### config.mk
export PLATFORM = sky130hd
export DESIGN_NAME = drp_reg_bank
export DESIGN_NICKNAME = d
export VERILOG_FILES = /design/src/rtl/drp_reg_bank.sv
export SDC_FILE = /design/constraint.sdc
export NUM_CORES = 1
export LEC_CHECK = 0
export CORE_AREA = 2 2 242 244
export DETAILED_ROUTE_END_ITERATION = 16
export DIE_AREA = 0 0 244 246
export DONT_BUFFER_PORTS = 1
export SYNTH_ARGS = -nofsm -noshare
export SYNTH_HDL_FRONTEND = slang
export SYNTH_SLANG_ARGS = --single-unit
### constraint.sdc
create_clock -name DCLK -period 34.7 [get_ports DCLK]
set_input_delay 0 -clock DCLK [delete_from_list [all_inputs] [get_ports DCLK]]
set_output_delay 0 -clock DCLK [all_outputs]
set_load 0.1 [all_outputs]
### src/rtl/drp_reg_bank.sv
// DRP register bank for the PLL/MMCM simulation models.
// Each DEN completes with a single DRDY pulse; protocol errors are flagged sticky in ERR.
module drp_reg_bank #(
    parameter int unsigned NUM_CLKOUT   = 7,
    parameter int unsigned DRDY_LATENCY = 3
) (
    input  logic        DCLK,
    input  logic        RST,
    input  logic        PWRDWN,
    input  logic        DEN,
    input  logic        DWE,
    input  logic [6:0]  DADDR,
    input  logic [15:0] DI,
    output logic [15:0] DO,
    output logic        DRDY,
    output logic        BUSY,
    output logic        WR_STB,
    output logic [6:0]  WR_ADDR,
    output logic [1:0]  ERR
);

    localparam int unsigned NumSlots = 23;
    localparam logic [3:0]  CntLoad  = 4'(DRDY_LATENCY - 1);

    typedef enum logic {
        StIdle,
        StWait
    } state_e;

    // Returns {hit, slot}; slot is 0 whenever hit is 0.
    function automatic logic [5:0] decode(input logic [6:0] addr);
        logic       hit;
        logic [4:0] idx;
        hit = 1'b0;
        idx = 5'd0;
        if (addr >= 7'h08 && addr <= 7'h11) begin
            idx = 5'(addr - 7'h08);
            hit = 32'(idx[4:1]) < NUM_CLKOUT;
        end else begin
            case (addr)
                7'h06, 7'h07: begin idx = {4'd5, addr[0]}; hit = NUM_CLKOUT > 5; end
                7'h12, 7'h13: begin idx = {4'd6, addr[0]}; hit = NUM_CLKOUT > 6; end
                7'h14, 7'h15: begin idx = {4'd7, addr[0]}; hit = 1'b1; end
                7'h16:        begin idx = 5'd16; hit = 1'b1; end
                7'h18:        begin idx = 5'd17; hit = 1'b1; end
                7'h19:        begin idx = 5'd18; hit = 1'b1; end
                7'h1A:        begin idx = 5'd19; hit = 1'b1; end
                7'h28:        begin idx = 5'd20; hit = 1'b1; end
                7'h4E:        begin idx = 5'd21; hit = 1'b1; end
                7'h4F:        begin idx = 5'd22; hit = 1'b1; end
                default:      begin idx = 5'd0; hit = 1'b0; end
            endcase
        end
        if (!hit) idx = 5'd0;
        return {hit, idx};
    endfunction

    state_e      state_q, state_d;
    logic [3:0]  cnt_q, cnt_d;
    logic        we_q, we_d;
    logic [6:0]  addr_q, addr_d;
    logic [15:0] do_q, do_d;
    logic        drdy_q, drdy_d;
    logic        stb_q, stb_d;
    logic [6:0]  wa_q, wa_d;
    logic [1:0]  err_q, err_d;
    logic [15:0] regs_q [NumSlots];

    logic        reg_we;
    logic [4:0]  reg_idx;
    logic [5:0]  dec_in, dec_q;
    logic [15:0] rdata_in, rdata_q;

    assign dec_in   = decode(DADDR);
    assign dec_q    = decode(addr_q);
    assign rdata_in = dec_in[5] ? regs_q[dec_in[4:0]] : 16'h0000;
    assign rdata_q  = dec_q[5] ? regs_q[dec_q[4:0]] : 16'h0000;

    always_comb begin
        state_d = state_q;
        cnt_d   = cnt_q;
        we_d    = we_q;
        addr_d  = addr_q;
        do_d    = do_q;
        drdy_d  = 1'b0;
        stb_d   = 1'b0;
        wa_d    = wa_q;
        err_d   = err_q;
        reg_we  = 1'b0;
        reg_idx = dec_in[4:0];
        if (PWRDWN) begin
            state_d = StIdle;
            do_d    = 16'h0000;
        end else begin
            case (state_q)
                StIdle: begin
                    if (DEN && drdy_q) begin
                        err_d[0] = 1'b1;
                    end else if (DEN) begin
                        we_d   = DWE;
                        addr_d = DADDR;
                        if (!dec_in[5]) err_d[1] = 1'b1;
                        if (DWE && dec_in[5]) begin
                            reg_we = 1'b1;
                            stb_d  = 1'b1;
                            wa_d   = DADDR;
                        end
                        // Single-cycle latency completes on the accept edge itself so
                        // back-to-back transactions every second cycle are legal.
                        if (DRDY_LATENCY == 1) begin
                            drdy_d = 1'b1;
                            if (!DWE) do_d = rdata_in;
                        end else begin
                            state_d = StWait;
                            cnt_d   = CntLoad;
                        end
                    end
                end
                StWait: begin
                    if (DEN) err_d[0] = 1'b1;
                    if (cnt_q == 4'd0) begin
                        drdy_d  = 1'b1;
                        state_d = StIdle;
                        if (!we_q) do_d = rdata_q;
                    end else begin
                        cnt_d = cnt_q - 4'd1;
                    end
                end
                default: state_d = StIdle;
            endcase
        end
    end

    always_ff @(posedge DCLK or posedge RST) begin
        if (RST) begin
            state_q <= StIdle;
            cnt_q   <= 4'd0;
            we_q    <= 1'b0;
            addr_q  <= 7'd0;
            do_q    <= 16'h0000;
            drdy_q  <= 1'b0;
            stb_q   <= 1'b0;
            wa_q    <= 7'd0;
            err_q   <= 2'b00;
            for (int i = 0; i < NumSlots; i++) regs_q[i] <= 16'h0000;
        end else begin
            state_q <= state_d;
            cnt_q   <= cnt_d;
            we_q    <= we_d;
            addr_q  <= addr_d;
            do_q    <= do_d;
            drdy_q  <= drdy_d;
            stb_q   <= stb_d;
            wa_q    <= wa_d;
            err_q   <= err_d;
            if (reg_we) regs_q[reg_idx] <= DI;
        end
    end

    assign DO      = do_q;
    assign DRDY    = drdy_q;
    assign BUSY    = (state_q == StWait);
    assign WR_STB  = stb_q;
    assign WR_ADDR = wa_q;
    assign ERR     = err_q;

endmodule

==> results of run 1 <==
-- power by group through the flow --
stage	Sequential (W)	Clock [W]	Combinational [W]
final	0.000537	0.000478	0.000172
after global routing	0.000539	0.000507	0.000187
after CTS	0.000537	0.000488	0.000171
after detailed placement	0.000545	0	0.000160
after global placement	0.000544	0	0.000160
after floorplan	0.000537	0	0.000136
-- metrics by stage --
step / std cells / hold WS [ns] / power, W / cell area [µm²]
floorplan: 1635 / 0.0664 / 0.000673 / 19900
CTS: 2394 / 0.0500 / 0.00120 / 22000
detailed placement: 2287 / 0.0603 / 0.000706 / 20300
global placement: 2287 / 0.0578 / 0.000704 / 20300
global route: 2394 / 0.104 / 0.00123 / 22000
finish: 2394 / 0.0870 / 0.00119 / 22000
-- final timing paths --
kind,start,end,slack [ns]
min reg2reg,regs_q[257],regs_q[257],0.49
max reg2reg,addr_q[2],DO[3],30.01
min,DADDR[1],ERR[1],0.09
max,addr_q[2],DO[3],30.01
max in group asynchronous,RST,regs_q[323],32.32
min in group asynchronous,RST,WR_ADDR[0],0.10
-- per-layer routing --
layer / wire length, µm / vias up
met5: 19 / -
met4: 1350 / 4
met3: 3120 / 86
met2: 24500 / 322
met1: 22700 / 6740
li1: - / 5810
-- worst max-delay path: stages, from the launching register on --
cell	delay, ns
dfrtp_1	0.56
nand2b_4	0.24
or4_4	0.46
a211oi_4	0.57
mux2i_4	0.31
buf_4	0.53
buf_4	0.74
mux4_2	0.42
a32o_1	0.23
nor4b_2	0.32
o31ai_1	0.13
-- logic make-up after synthesis --
kind of cell             Yosys count
XOR/XNOR                           6
adder cells (fa/ha/maj)           10
multiplexers                     418
flip-flops                       408
AND/OR/NAND/NOR                  476
AO/OA/AOI/OAI                    159
buffers and inverters            158
-- sequential cells by signal (all words and copies together) (netlist names) --
name     cells
DO          16
DRDY         1
we_q         1
regs_q     368
ERR          2
BUSY         1
cnt_q        4
addr_q       7
WR_STB       1
WR_ADDR      7
-- what timing repair did --
| action | 4_1_cts | 5_1_grt |
|---|---|---|
| hold endpoints to repair | 510 | 0 |
| hold buffers | 29 | 0 |
| resized for setup | 0 | 0 |
-- final cells by class --
| cell class | count | area [µm²] |
|---|---|---|
| fill | 5380 | 35300 |
| sequential | 408 | 10200 |
| multi-input combinational | 1069 | 8860 |
| clock buffer | 65 | 1280 |
| tap | 765 | 957 |
| timing repair buffer | 53 | 470 |
| clock inverter | 13 | 190 |
| inverter | 21 | 86.3 |
-- layout by cell type (no fill, tap or decap), drive strengths merged, types with 3 or more instances in the layout --
master / n
and2: 5
o2111a: 16
nand2: 302
o311ai: 4
nand3: 26
ha: 10
nor4: 3
nand4b: 3
a32o: 16
nor2b: 5
mux2: 374
a311oi: 30
o31ai: 18
nand2b: 4
nor2: 19
a21oi: 7
nor4b: 16
mux2i: 29
and2b: 3
xor2: 5
or2: 4
nand4: 32
mux4: 15
dfrtp: 408
nor3b: 3
inv: 21
dlygate4sd3: 29
bufinv: 4
nor3: 11
a21o: 6
and3: 32
a221oi: 16
o21ai: 20
buf: 24
clkinv: 8
clkbuf: 65
a211oi: 5
==> flow_summary.json, run 1 <==
{
  "required_ns": 35.13,
  "swShare_pct": 29.6,
  "grt_pass1_vias": 13300,
  "io_pins": 56,
  "route.detailed.drc": 0,
  "pre_cts_slack_ns": 30.05,
  "fp.dieW_um": 244,
  "finalCriticalPeriod_ns": 4.69,
  "ys_top_cells_by_area": "dfrtp_1, mux2_2, nand2_1",
  "std_cell_rows": 88,
  "cp-start-kind": "flop",
  "synth_cell_type_count": 81,
  "yosysTopAreaCellShare_pct": 51.4,
  "synth_top_family_by_area": "multiplexers",
  "p_leak_nw": 10.3,
  "synth_cells": 1635,
  "port_buffers": 0,
  "tightest_slew_ns": 1.15,
  "synth_area_leader_cell": "dfrtp_1",
  "synth-main-ff-cell": "dfrtp_1",
  "cts_buffers": 42,
  "crit_type": "flop to flop",
  "synth_edf_count": 0,
  "routed_wl_mm": 51.6,
  "synth-simple-area-share_pct": 12.1,
  "wl_per_cell_um": 21.6,
  "synth.area.mux_share_pct": 24.5,
  "synth_most_common_cell": "dfrtp_1",
  "layout.nets": 1633,
  "combPwrFrac_pct": 14.5,
  "yosysWarnings": 0,
  "grt_use_met2_pct": 28.7,
  "busiest_layer": "met2",
  "core_um2": 57400,
  "synth_xor_area_share_pct": 0.265,
  "post_synth.cell_area_avg_um2": 12.2,
  "cts_sinks": 408,
  "rsz0062_at_grt": "no",
  "slew_headroom_pct": 23.4,
  "synth_compound_area_share_pct": 6.90,
  "p_switching_w": 0.000351,
  "use_met3_pct": 3.41,
  "clkLatencyLatePin_ns": 0.57,
  "grt_pass1_wl_mm": 81.0,
  "internal_power_w": 0.000836,
  "ys_ff_latch": 408,
  "finalHoldViolCount": 0,
  "post-dp-hpwl_mm": 31.4,
  "cp_max_fo": 68,
  "drt_iter0_drc": 873,
  "ant_nets": 0,
  "gr-total-overflow": 0,
  "fp.dieH_um": 246,
  "viasPerCell": 5.41,
  "status": "finished, final reports clean",
  "pwr-share-seq_pct": 45.2,
  "p_clk_share_pct": 40.3,
  "grt_max_degree": 122,
  "grt_use_total_pct": 17.3,
  "netlist_top_cells_count": "dfrtp_1, mux2_2, nand2_1",
  "tns_ns": 0,
  "drt-pass1-iter-count": 5,
  "seq_area_frac_synth_pct": 51.4,
  "clk_pin_slew_ns": 0.06,
  "cp-end-kind": "flop",
  "power.density_nw_per_um2": 53.8,
  "whs_path_depth": 4,
  "crit_arrival_ns": 5.12,
  "syn-cell-area_um2": 19900,
  "antenna_found_initial": 3,
  "fin_ws_ns": 30.01,
  "drive_gt1_share_pct": 30.9,
  "areaGrowthSynthToFinish_pct": 11.0,
  "root_buffer": "clkbuf_16",
  "start_util_pct": 34.6,
  "finish.utilization_pct": 38.4,
  "fmax_mhz": 213,
  "peakVddDrop_v": 0.0000352,
  "cts_tree": "built",
  "synthAdderAreaFrac_pct": 0.630,
  "syn_nets": 1673,
  "cts_setup_buffers": 0,
  "drv_cap": 0,
  "synthArstFlopShare_pct": 100,
  "finalSetupViolCount": 0,
  "grt_util_met1_pct": 22.9,
  "slew_violations": 0,
  "diodes": 0,
  "routed-via-count": 13000,
  "dieArea_um2": 60000,
  "clock-skew-final_ns": 0.0192,
  "gp_congestion": 0.808,
  "htreeDepth": 2,
  "hold_path_class": "primary input to flop",
  "finalCritPeriodShare_pct": 13.5,
  "clk_path_buf_depth": 3,
  "r2r_cells": 10
}
Note: power is estimated with default switching activity, not from simulation.
==> inputs of run 2 (changes only) <==
Clock period 34.7 ns to 4.2 ns, I/O delays scaled along.
==> flow_summary.json, run 2 (synthesis results as in run 1) <==
{
  "tns_ns": 0,
  "fp.dieH_um": 246,
  "required_ns": 4.61,
  "cp-start-kind": "flop",
  "whs_path_depth": 4,
  "antenna_found_initial": 4,
  "post_cts_resized": 0,
  "status": "finished, final reports clean",
  "routed_wl_mm": 51.0,
  "routed-via-count": 13200,
  "grt_pass1_wl_mm": 80.7,
  "hold_path_class": "primary input to flop",
  "finalSetupViolCount": 0,
  "cts_tree": "built",
  "highest_layer": "met5",
  "grt_use_total_pct": 17.0,
  "post-dp-hpwl_mm": 31.4,
  "htreeDepth": 2,
  "final_common_cell": "dfrtp_1",
  "std_cell_rows": 88,
  "final.fill_count": 5398,
  "cts_setup_buffers": 0,
  "route.detailed.drc": 0,
  "r2r_cells": 8,
  "drt-pass1-iter-count": 5,
  "drv_cap": 0,
  "clock-skew-final_ns": 0.0213,
  "fmax_mhz": 260,
  "core_um2": 57400,
  "clkLatencyLatePin_ns": 0.57,
  "slew_headroom_pct": 21.2,
  "rsz0062_at_grt": "no",
  "start_util_pct": 34.6,
  "largest_reg_flops": 368,
  "gr-total-overflow": 0,
  "grt_max_degree": 170,
  "p_leak_nw": 10.4,
  "viasPerCell": 5.46,
  "clk_path_buf_depth": 3,
  "port_buffers": 0,
  "dieArea_um2": 60000,
  "grt_pass1_vias": 13400,
  "ant_nets": 0,
  "ff_latch_area_um2": 10200,
  "wl_met2_mm": 23.6,
  "final_cell_mix": "dfrtp_1, mux2_2, nand2_1",
  "root_buffer": "clkbuf_16",
  "tightest_slew_ns": 1.18,
  "areaGrowthSynthToFinish_pct": 12.0,
  "wl_met1_mm": 23.2,
  "peakVddDrop_v": 0.000196,
  "finalCriticalPeriod_ns": 3.85,
  "cts_sinks": 408,
  "crit_type": "flop to flop",
  "cts_buffers": 42,
  "slew_violations": 0,
  "cp_max_fo": 30,
  "met3_length_mm": 2.80,
  "cp-end-kind": "flop",
  "io_pins": 56,
  "finalHoldViolCount": 0,
  "place_inst": 2308,
  "crit_arrival_ns": 4.26,
  "gp_congestion": 0.860,
  "drive_gt1_share_pct": 31.5,
  "clk_pin_slew_ns": 0.06,
  "layout.nets": 1653,
  "finalCritPeriodShare_pct": 91.7,
  "regMostFlops": "regs_q",
  "power.density_nw_per_um2": 439,
  "fin_cells": 2411,
  "fp.dieW_um": 244,
  "multi_input_area_um2": 8860,
  "hold_buffers": 28,
  "wl_per_cell_um": 21.1,
  "drt_iter0_drc": 846
}
[run 2: critical path: stages, from the launching register on]
cell and delay (ns):
dfrtp_1 0.56, nand2b_4 0.25, or4_4 0.46, a211oi_4 0.39, o22a_4 0.57, mux4_1 0.64, a32o_1 0.23, nor4b_2 0.45
o31ai_1 0.14
[run 2: per-layer routing]
metal | track usage (%) | vias up
met3 | 2.77 | 94
met5 | 0 | -
met2 | 27.4 | 324
li1 | - | 5857
met1 | 23.6 | 6876
met4 | 5.11 | 6
[run 2: per-stage QoR]
stage	worst slack (ns)	util [%]	hold WS, ns	cell area (µm²)	power [W]
global placement	0.461	35.8	-0.145	20500	0.00584
global route	0.187	38.8	0.100	22200	0.0102
CTS	0.402	38.8	0.0354	22200	0.00985
finish	0.349	38.8	0.0613	22200	0.00978
detailed placement	0.430	35.8	-0.149	20500	0.00587
floorplan	-1.30	-	0.0664	19900	0.00556
[run 2: cell type report]
class	instances	share of cell area, %
Antenna cell	1	0.0112
Clock buffer	63	5.49
Inverter	21	0.371
Multi-Input combinational cell	1069	39.8
Sequential cell	408	45.9
Timing Repair Buffer	73	3.17
Clock inverter	11	0.934
Tap cell	765	4.30
[run 2: path summary, 6_finish.rpt]
kind                                     to         from  slack (ns)
worst max-delay path                 DO[10]    addr_q[2]        0.35
worst min-delay path                 DO[14]       PWRDWN        0.06
worst max register to register       DO[10]    addr_q[2]        0.35
worst min register to register  regs_q[256]  regs_q[256]        0.49
max in group asynchronous        regs_q[31]          RST        3.07
min in group asynchronous       regs_q[270]          RST        0.16
[run 2: power by group]
group	total, W	switching (W)	internal, W
clock network	0.00389	0.00157	0.00232
registers	0.00442	0.000322	0.00409
logic	0.00147	0.000952	0.000516
